[src/rtl/rca_seq_pkg.sv]
// Shared constants and state encoding for the multi-precision RCA add sequencer.
package rca_seq_pkg;

  localparam int W_DEF     = 32;
  localparam int WORDS_DEF = 4;

  typedef enum logic [1:0] {
    IDLE = 2'd0,
    RUN  = 2'd1,
    DONE = 2'd2
  } state_t;

endpackage

[src/rtl/rca_mp_seq.sv]
// Multi-precision add sequencer: feeds one external W-bit RCA a word per cycle, LS word first.
// Optional subtract mode (a - b via ~b and carry-in 1) enabled by defining RCA_MP_SEQ_SUB_EN.
module rca_mp_seq
  import rca_seq_pkg::*;
#(
  parameter int W     = W_DEF,
  parameter int WORDS = WORDS_DEF
) (
  input  logic                 clk,
  input  logic                 rst,
  input  logic                 start,
  input  logic [W*WORDS-1:0]   a,
  input  logic [W*WORDS-1:0]   b,
  input  logic                 cin,
`ifdef RCA_MP_SEQ_SUB_EN
  input  logic                 sub,
`endif
  output logic                 busy,
  output logic                 done,
  output logic [W*WORDS-1:0]   sum,
  output logic                 cout,
  output logic [W-1:0]         rca_a,
  output logic [W-1:0]         rca_b,
  output logic                 rca_cin,
  input  logic [W-1:0]         rca_sum,
  input  logic                 rca_cout
);

  localparam int IDXW = (WORDS > 1) ? $clog2(WORDS) : 1;
  localparam logic [IDXW-1:0] LAST_IDX = IDXW'(WORDS - 1);

  state_t               state_q;
  logic [IDXW-1:0]      idx_q;
  logic [W*WORDS-1:0]   a_q, b_q, sum_q;
  logic                 carry_q, busy_q, done_q, cout_q;

  logic [W*WORDS-1:0]   b_d;
  logic                 carry_d;

`ifdef RCA_MP_SEQ_SUB_EN
  // Subtraction as a + ~b + 1; cout then reads as "no borrow".
  assign b_d     = sub ? ~b : b;
  assign carry_d = sub ? 1'b1 : cin;
`else
  assign b_d     = b;
  assign carry_d = cin;
`endif

  always_comb begin
    rca_a   = '0;
    rca_b   = '0;
    rca_cin = 1'b0;
    if (state_q == RUN) begin
      rca_a   = a_q[W*int'(idx_q) +: W];
      rca_b   = b_q[W*int'(idx_q) +: W];
      rca_cin = carry_q;
    end
  end

  always_ff @(posedge clk or posedge rst) begin
    if (rst) begin
      state_q <= IDLE;
      idx_q   <= '0;
      a_q     <= '0;
      b_q     <= '0;
      sum_q   <= '0;
      carry_q <= 1'b0;
      busy_q  <= 1'b0;
      done_q  <= 1'b0;
      cout_q  <= 1'b0;
    end else begin
      case (state_q)
        IDLE: begin
          done_q <= 1'b0;
          if (start) begin
            a_q     <= a;
            b_q     <= b_d;
            carry_q <= carry_d;
            idx_q   <= '0;
            busy_q  <= 1'b1;
            state_q <= RUN;
          end
        end
        RUN: begin
          sum_q[W*int'(idx_q) +: W] <= rca_sum;
          carry_q                   <= rca_cout;
          if (idx_q == LAST_IDX) begin
            cout_q  <= rca_cout;
            done_q  <= 1'b1;
            idx_q   <= '0;
            state_q <= DONE;
          end else begin
            idx_q <= idx_q + IDXW'(1);
          end
        end
        DONE: begin
          done_q  <= 1'b0;
          busy_q  <= 1'b0;
          state_q <= IDLE;
        end
        default: begin
          done_q  <= 1'b0;
          busy_q  <= 1'b0;
          state_q <= IDLE;
        end
      endcase
    end
  end

  assign busy = busy_q;
  assign done = done_q;
  assign sum  = sum_q;
  assign cout = cout_q;

endmodule

[config.mk]
export PLATFORM = sky130hd
export DESIGN_NAME = rca_mp_seq
export DESIGN_NICKNAME = d
export VERILOG_FILES = /design/src/rtl/rca_seq_pkg.sv /design/src/rtl/rca_mp_seq.sv
export SDC_FILE = /design/constraint.sdc
export NUM_CORES = 1
export LEC_CHECK = 0
export CORE_UTILIZATION = 30
export CTS_BUF_LIST = sky130_fd_sc_hd__clkbuf_16
export DETAILED_ROUTE_END_ITERATION = 6
export PLACE_DENSITY = 0.58
export SETUP_SLACK_MARGIN = 0.3
export SKIP_CTS_REPAIR_TIMING = 1
export SLEW_MARGIN = 20
export SYNTH_ARGS = -nofsm -noshare
export SYNTH_HDL_FRONTEND = slang
export SYNTH_SLANG_ARGS = --single-unit
[constraint.sdc]
create_clock -name clk -period 15 [get_ports clk]
set_input_delay 2.25 -clock clk [delete_from_list [all_inputs] [get_ports clk]]
set_output_delay 2.25 -clock clk [all_outputs]
set_load 0.05 [all_outputs]
After elaboration in Yosys (flattened, before gate mapping) --
Index checks and enable logic that the tools add are counted.
Operators by class: add/subtract/negate cells 2, multipliers 0, divide/modulo/power cells 0, magnitude comparators 0, equality and inequality tests 4, shift-type cells 4, multiplexer cells 16, bitwise logic cells 1, reductions and logical operators 7
Operators by type and width (count):
- indexed part select 128 x 8 -> 32 bit | 2
- bitwise mux 128 bit | 1
- variable shift 32 x 33 -> 128 bit, first input constant | 1
- indexed part select 32 x 33 -> 128 bit | 1
- two-way mux 32 bit | 2
- negation 7 -> 33 bit | 1
- AND reduction 2 bit | 5
- two-way mux 2 bit | 4
- case mux 2 bit (2 select lines) | 2
- two-way mux 1 bit | 5
- case mux 1 bit (2 select lines) | 2
- adder 2 x 1 -> 2 bit, second input constant | 1
- equality test 2 x 1 -> 1 bit, second input constant | 1
- equality test 2 bit, second input constant | 1
- zero test 2 bit | 1
- inequality test 2 x 1 -> 1 bit, second input constant | 1
- inequality test 2 bit, second input constant | 1
- nonzero test 2 bit | 1
- NOT 1 bit | 1
Word-level totals: flip-flop bits (word level) 392, bits in latches 0, bits in writable memories 0, bits in read-only memories 0, input port bits 293, output and inout bits 196, logic and storage cells 43, memories kept 0

Longest topological paths before layout --
Gate-level depths: netlist of the first run.
depth in word-level cells 3, gate-level depth with buffers 11

Least setup slack after synthesis of the first run --
No wires, ideal clock.
kind register -> output, from register idx_q[0], to output port rca_a[10], arrival time 1927 ps, required time 12750 ps, slack 10823 ps, stages on the path, launching flop included 5, cell sequence dfrtp_1 -> buf_2 -> clkbuf_1 -> mux2i_1 -> o22ai_1
Between the ends: word-level cells in the longest chain between the ends 2
Ends and longest elaborated chain:
- start, declared | RTL line rca_mp_seq.sv:33 | logic [IDXW-1:0] idx_q;
- start signal, assigned | RTL line rca_mp_seq.sv:93 | idx_q <= idx_q + IDXW'(1);
- indexed part select 128 x 8 -> 32 bit | RTL line rca_mp_seq.sv:54 | rca_a = a_q[W*int'(idx_q) +: W];
- two-way mux 32 bit | RTL line rca_mp_seq.sv:53 | if (state_q == RUN) begin
- end, declared | RTL line rca_mp_seq.sv:22 | output logic [W-1:0] rca_a,
No other way between the ends.

Worst setup path after layout of the first run --
from register idx_q[0], to output port rca_a[7]
Same word-level chain as after synthesis.

==> run summary, run 1 <==
PortBufs -> 488
Critical path type -> flop to output pin
Multiplexer share of the synthesized area -> 25.2%
Async SR Flop Fraction -> 100%
Routability Congestion -> 0.798
Clk root buf -> clkbuf_16
Clock Sinks -> 392
Pwr dens -> 270 nW/um^2
Startpoint Class -> flop
Synth Flop Type -> dfrtp_1
Fmax -> 0.163 GHz
Outcome -> finished clean
Final #Nets -> 2009
Synthesized area per cell -> 13.3 sq um
Final Critical Period -> 6.13 ns
First-pass GRT wire length -> 75000 um
Critical Path AT -> 3.88 ns
Cell leakage power -> 9.77 nW
Initial Util -> 30.7%
Vias per std cell -> 4.78
Max Slew Vio Count -> 0
Post-route ant nets -> 0
Post-Synth Simple-Gate Area -> 4.42%
Clock skew -> 0.00834 ns
Layout area overhead -> 40.9%
VDD IR-drop max -> 0.139 mV
Later-pin clock latency in the skew report -> 0.56 ns
GR Util met2 -> 28.0%
Post-synthesis xor/xnor area fraction -> 0%
Endpoints failing setup -> 0
Depth of the most critical reg-to-reg path -> 7
Drt total wl -> 49200 um
Slew headroom -> 27.7%
CP Max Fanout -> 50
FF-to-FF setup slack -> 10.56 ns
Final worst path period share -> 40.9%
Adder-Cell Fraction of Synth Area -> 0.452%
# rows -> 85
Most common cell after layout, fill and taps aside -> clkdlybuf4s50_1
Top Usage Layer GRT -> met2
H-tree levels -> 2
CP Capture Type -> output pin
GRT Util Overall -> 17.3%
Cell variety after synth -> 31
Setup crit end -> rca_a[7]
Final instance area -> 23400 sq um
Max-cap violations -> 0
Reg2reg end -> sum[79]
Sum Neg Setup Slack -> 0 ns
Sequential fraction of the synthesis area -> 59.0%
DRC Markers -> 0
CTS buffer count -> 45
CP startpoint -> idx_q[0]
Number of global-route vias before repair -> 12273
Worst min-delay path class -> flop to flop
Avg WL per Cell -> 20.1 um
Final Hold Vio Count -> 0
#FFs+latches synth -> 392
Synth Area in Compound Gates -> 7.78%
Synth Cell Area -> 16600 sq um
Setup repair after global routing missed its margin -> no
Largest net degree at the start of global routing -> 120
Commonest cells after routing, fill and taps aside -> clkdlybuf4s50_1, dfrtp_1, mux2_2, nand2_1, mux2i_1
CTS tree -> built
Die height -> 237 um
Congestion Overflow GR -> 0
Clock transition at the registers of the reported paths -> 0.06 ns
Boundary Pins -> 489
Share of cells above drive strength 1 -> 19.6%
Syn Inst Count -> 1248
Vias -> 11680
Initial antenna violation count -> 10
R2r startpoint -> idx_q[0]
GR Util met3 -> 5.79%
Fillers -> 5100
Initial drt markers -> 526
Largest family of logic cells by synthesized area -> multiplexers
Clock Tree Buf Depth -> 3
Die area -> 56400 sq um
Synthesized Nets -> 1547
Placed inst area -> 22100 sq um
Detailed placement HPWL -> 33500 um
GR Util met1 -> 21.6%
Die Wd -> 237 um
Drt first pass iters -> 5
Yosys Warn Count -> 0
Worst-margin pin slew -> 1.08 ns
Post-synth EDFFs -> 0
Critical Path RT -> 12.75 ns
Placeable Area -> 54200 sq um
## synth_stat cells, types with 5 or more instances
cell type  count  area share, %
buf_4         25            1.1
mux2_2       257             17
dfrtp_1      392             59
o21ai_0       70            2.1
clkbuf_1      23           0.52
ha_1           6           0.45
buf_2         40            1.2
a22o_1        56            3.0
mux2i_1      129            7.8
o21ai_1        5           0.15
o22ai_1       64            2.4
nand2_1      143            3.2
inv_1          5           0.11
nand3_1        8           0.24
## where the power goes
| group | internal [W] | total (W) | switching [W] |
|---|---|---|---|
| combinational | 0.00131 | 0.00340 | 0.00209 |
| clock | 0.000578 | 0.00101 | 0.000433 |
| sequential | 0.00160 | 0.00192 | 0.000325 |
| total | 0.00348 | 0.00633 | 0.00285 |
## routing by layer
metal  part of all wire (%)  wire length (um)
met5                   0.13                66
met1                     41             20300
met2                     47             23400
met3                    8.5              4170
met4                    2.6              1260
## logic make-up after synthesis
logic type / count (synthesis)
buffers and inverters: 96
DFF: 392
AOI/OAI and AO/OA: 199
muxes: 386
adders and majority gates: 6
and+or+nand+nor: 169
## how the worst min path moves through the flow
stage              from        to  cells past startpoint
2_1_floorplan   carry_q   carry_q                      2
3_3_place_gp    sum[70]   sum[70]                      2
3_5_place_dp    sum[42]   sum[42]                      2
4_1_cts         sum[42]   sum[42]                      2
5_1_grt         sum[70]   sum[70]                      2
6_report       sum[113]  sum[113]                      2
## cell type report
type,instances,area [sq um],share of cell area (%)
tap,696,871,3.72
antenna,5,12.5,0.0534
clock buffer,47,1180,5.02
multi-input combinational,760,6330,27.0
clock inverter,32,163,0.695
sequential,392,9810,41.9
inverter,5,26.3,0.112
timing repair buffer,506,5020,21.5
## stage by stage
stage / std cells / hold WS [ns] / power (W) / setup WS (ns) / utilization [%]
floorplan: 1248 / 0.476 / 0.00423 / 1.85 / -
global placement: 2359 / 0.462 / 0.00532 / 8.97 / 40.7
detailed placement: 2359 / 0.469 / 0.00537 / 8.94 / 40.7
CTS: 2438 / 0.482 / 0.00641 / 8.81 / 43.1
global route: 2443 / 0.503 / 0.00666 / 8.66 / 43.2
finish: 2443 / 0.477 / 0.00633 / 8.87 / 43.2
## sequential cells by signal, indices dropped and copies added, names as in the netlist, 2 cells and up
name / cells
idx_q: 2
sum: 128
a_q: 128
b_q: 128
state_q: 2
## worst max-delay path, cell delays in order (launching register included)
cell and delay, ns:
dfrtp_4 1.01, buf_4 0.82, mux2i_1 0.18, o22ai_1 0.24, clkdlybuf4s50_1 0.89
No activity file was read; power rests on OpenSTA's default activity.
==> run 2: changes to the inputs <==
- PLACE_DENSITY: 0.58 -> 0.6
- clock period: 15 -> 5.5 ns (I/O delays scaled with it)
==> run summary, run 2 (synthesis results as in run 1) <==
Critical Path RT -> 4.68 ns (-8.07 ns)
Initial antenna violation count -> 7 (-3)
Outcome -> finished clean
# rows -> 85 (unchanged)
Placed insts -> 2359 (unchanged)
Slowest stage delay, CP -> 0.90 ns (-0.11 ns)
Share of cells above drive strength 1 -> 19.8% (+0.18 points)
Fmax -> 0.224 GHz
Avg WL per Cell -> 19.8 um (-1.5%)
Initial Util -> 30.7% (unchanged)
CTS tree -> built
Cell leakage power -> 9.76 nW (about the same)
Vias per std cell -> 4.79 (about the same)
H-tree levels -> 2 (unchanged)
Sequential power share -> 30.2% (about the same)
Sw power -> 0.00781 W (+170%)
Pwr dens -> 737 nW/um^2 (+170%)
Slowest stage cell, crit path -> clkdlybuf4s50_1
GRT Util Overall -> 17.1% (-0.17 points)
Clock skew -> 0.0125 ns (+0.00419 ns)
Max-cap violations -> 0 (unchanged)
CP Capture Type -> output pin
Layout Cells excl Fill -> 2449 (+0.25%)
VDD IR-drop max -> 0.544 mV (+290%)
First-pass GRT wire length -> 75100 um (about the same)
Number of global-route vias before repair -> 12578 (+2.5%)
Layout area overhead -> 41.5%
Worst-margin pin slew -> 1.11 ns (+0.0253 ns)
Clock Sinks -> 392 (unchanged)
Setup repair after global routing missed its margin -> no
Routability Congestion -> 0.785 (-1.6%)
Drt total wl -> 48600 um (-1.2%)
Endpoints failing setup -> 0 (unchanged)
Later-pin clock latency in the skew report -> 0.56 ns (about the same)
Critical Path AT -> 3.65 ns (-0.23 ns)
Clock share of power -> 16.1% (about the same)
Initial drt markers -> 460 (-13%)
Clk root buf -> clkbuf_16
Largest net degree at the start of global routing -> 146 (+22%)
Commonest cells after routing, fill and taps aside -> clkdlybuf4s50_1, dfrtp_1, mux2_2, nand2_1, mux2i_1
Boundary Pins -> 489 (unchanged)
Startpoint Class -> flop
DRC Markers -> 0 (unchanged)
Die Wd -> 237 um (unchanged)
Worst min-delay path class -> flop to flop
PortBufs -> 488 (unchanged)
Vias -> 11720 (+0.34%)
Max Slew Vio Count -> 0 (unchanged)
Final #Nets -> 2009 (unchanged)
Placeable Area -> 54200 sq um (unchanged)
CP Max Fanout -> 64 (+28%)
Post-route ant nets -> 0 (unchanged)
Clock Tree Buf Depth -> 3 (unchanged)
Slew headroom -> 26.0% (-1.7 points)
Congestion Overflow GR -> 0 (unchanged)
Pint -> 0.00953 W (+170%)
Drt first pass iters -> 4 (-1)
Detailed placement HPWL -> 32900 um (-2.0%)
Die height -> 237 um (unchanged)
Critical path type -> flop to output pin
Clock transition at the registers of the reported paths -> 0.06 ns (about the same)
Final Hold Vio Count -> 0 (unchanged)
Most common cell after layout, fill and taps aside -> clkdlybuf4s50_1
Sum Neg Setup Slack -> 0 ns (unchanged)
Die area -> 56400 sq um (unchanged)
Comb power frac -> 53.7% (about the same)
Worst-path cell chain -> and2b_1 -> nand2_4 -> o22ai_1 -> clkdlybuf4s50_1
Total Power -> 0.0173 W (+170%)
CTS buffer count -> 45 (unchanged)
Net Sw Frac -> 45.0% (+0.055 points)
Final Critical Period -> 4.47 ns
Final worst path period share -> 81.3%
-- run 2: final timing paths --
check	from	end	slack, ns	depth (start not counted)
max	state_q[1]	rca_a[18]	1.03	4
min	sum[72]	sum[72]	0.48	2
max reg2reg	idx_q[0]	sum[124]	2.03	5
min reg2reg	sum[72]	sum[72]	0.48	2
max in group asynchronous	rst	a_q[69]	3.48	3
min in group asynchronous	rst	b_q[22]	0.81	2
-- run 2: worst max-delay path: cells and delay by family, from the launching register on --
| kind | cells | cell delay [ns] |
|---|---|---|
| AOI/OAI and AO/OA | 1 | 0.55 |
| buffers and inverters | 1 | 0.90 |
| DFF | 1 | 0.50 |
| and+or+nand+nor | 2 | 1.07 |
-- run 2: final cells by class --
cell class | instances | area (sq um)
clock inverter | 36 | 191
clock buffer | 47 | 1180
sequential | 392 | 9810
timing repair buffer | 506 | 5090
inverter | 5 | 22.5
tap | 696 | 871
antenna | 7 | 17.5
multi-input combinational | 760 | 6330
fill | 4967 | 30700
-- run 2: power groups by stage --
stage	Clock, W	Combinational [W]	Sequential (W)
CTS	0.00289	0.00938	0.00526
finish	0.00279	0.00930	0.00524
floorplan	0	0.00486	0.00667
detailed placement	0	0.00934	0.00529
global placement	0	0.00925	0.00525
global route	0.00299	0.00980	0.00544
-- run 2: metal layers --
| metal | vias up | GRT usage (%) | share of wire [%] | wire, um |
|---|---|---|---|---|
| li1 | 5430 | - | - | - |
| met1 | 5836 | 21.4 | 43 | 20800 |
| met2 | 370 | 27.6 | 47 | 22800 |
| met3 | 80 | 5.17 | 7.5 | 3630 |
| met4 | 4 | 6.65 | 2.8 | 1370 |
| met5 | - | 0 | 0.045 | 22 |
-- run 2: through the flow --
stage	cell area, sq um	worst slack, ns	hold WS, ns	util (%)
floorplan	16600	-0.599	0.476	-
global placement	22100	1.65	0.462	40.8
detailed placement	22100	1.59	0.469	40.8
CTS	23500	0.964	0.482	43.3
global route	23500	0.791	0.500	43.4
finish	23500	1.03	0.478	43.4
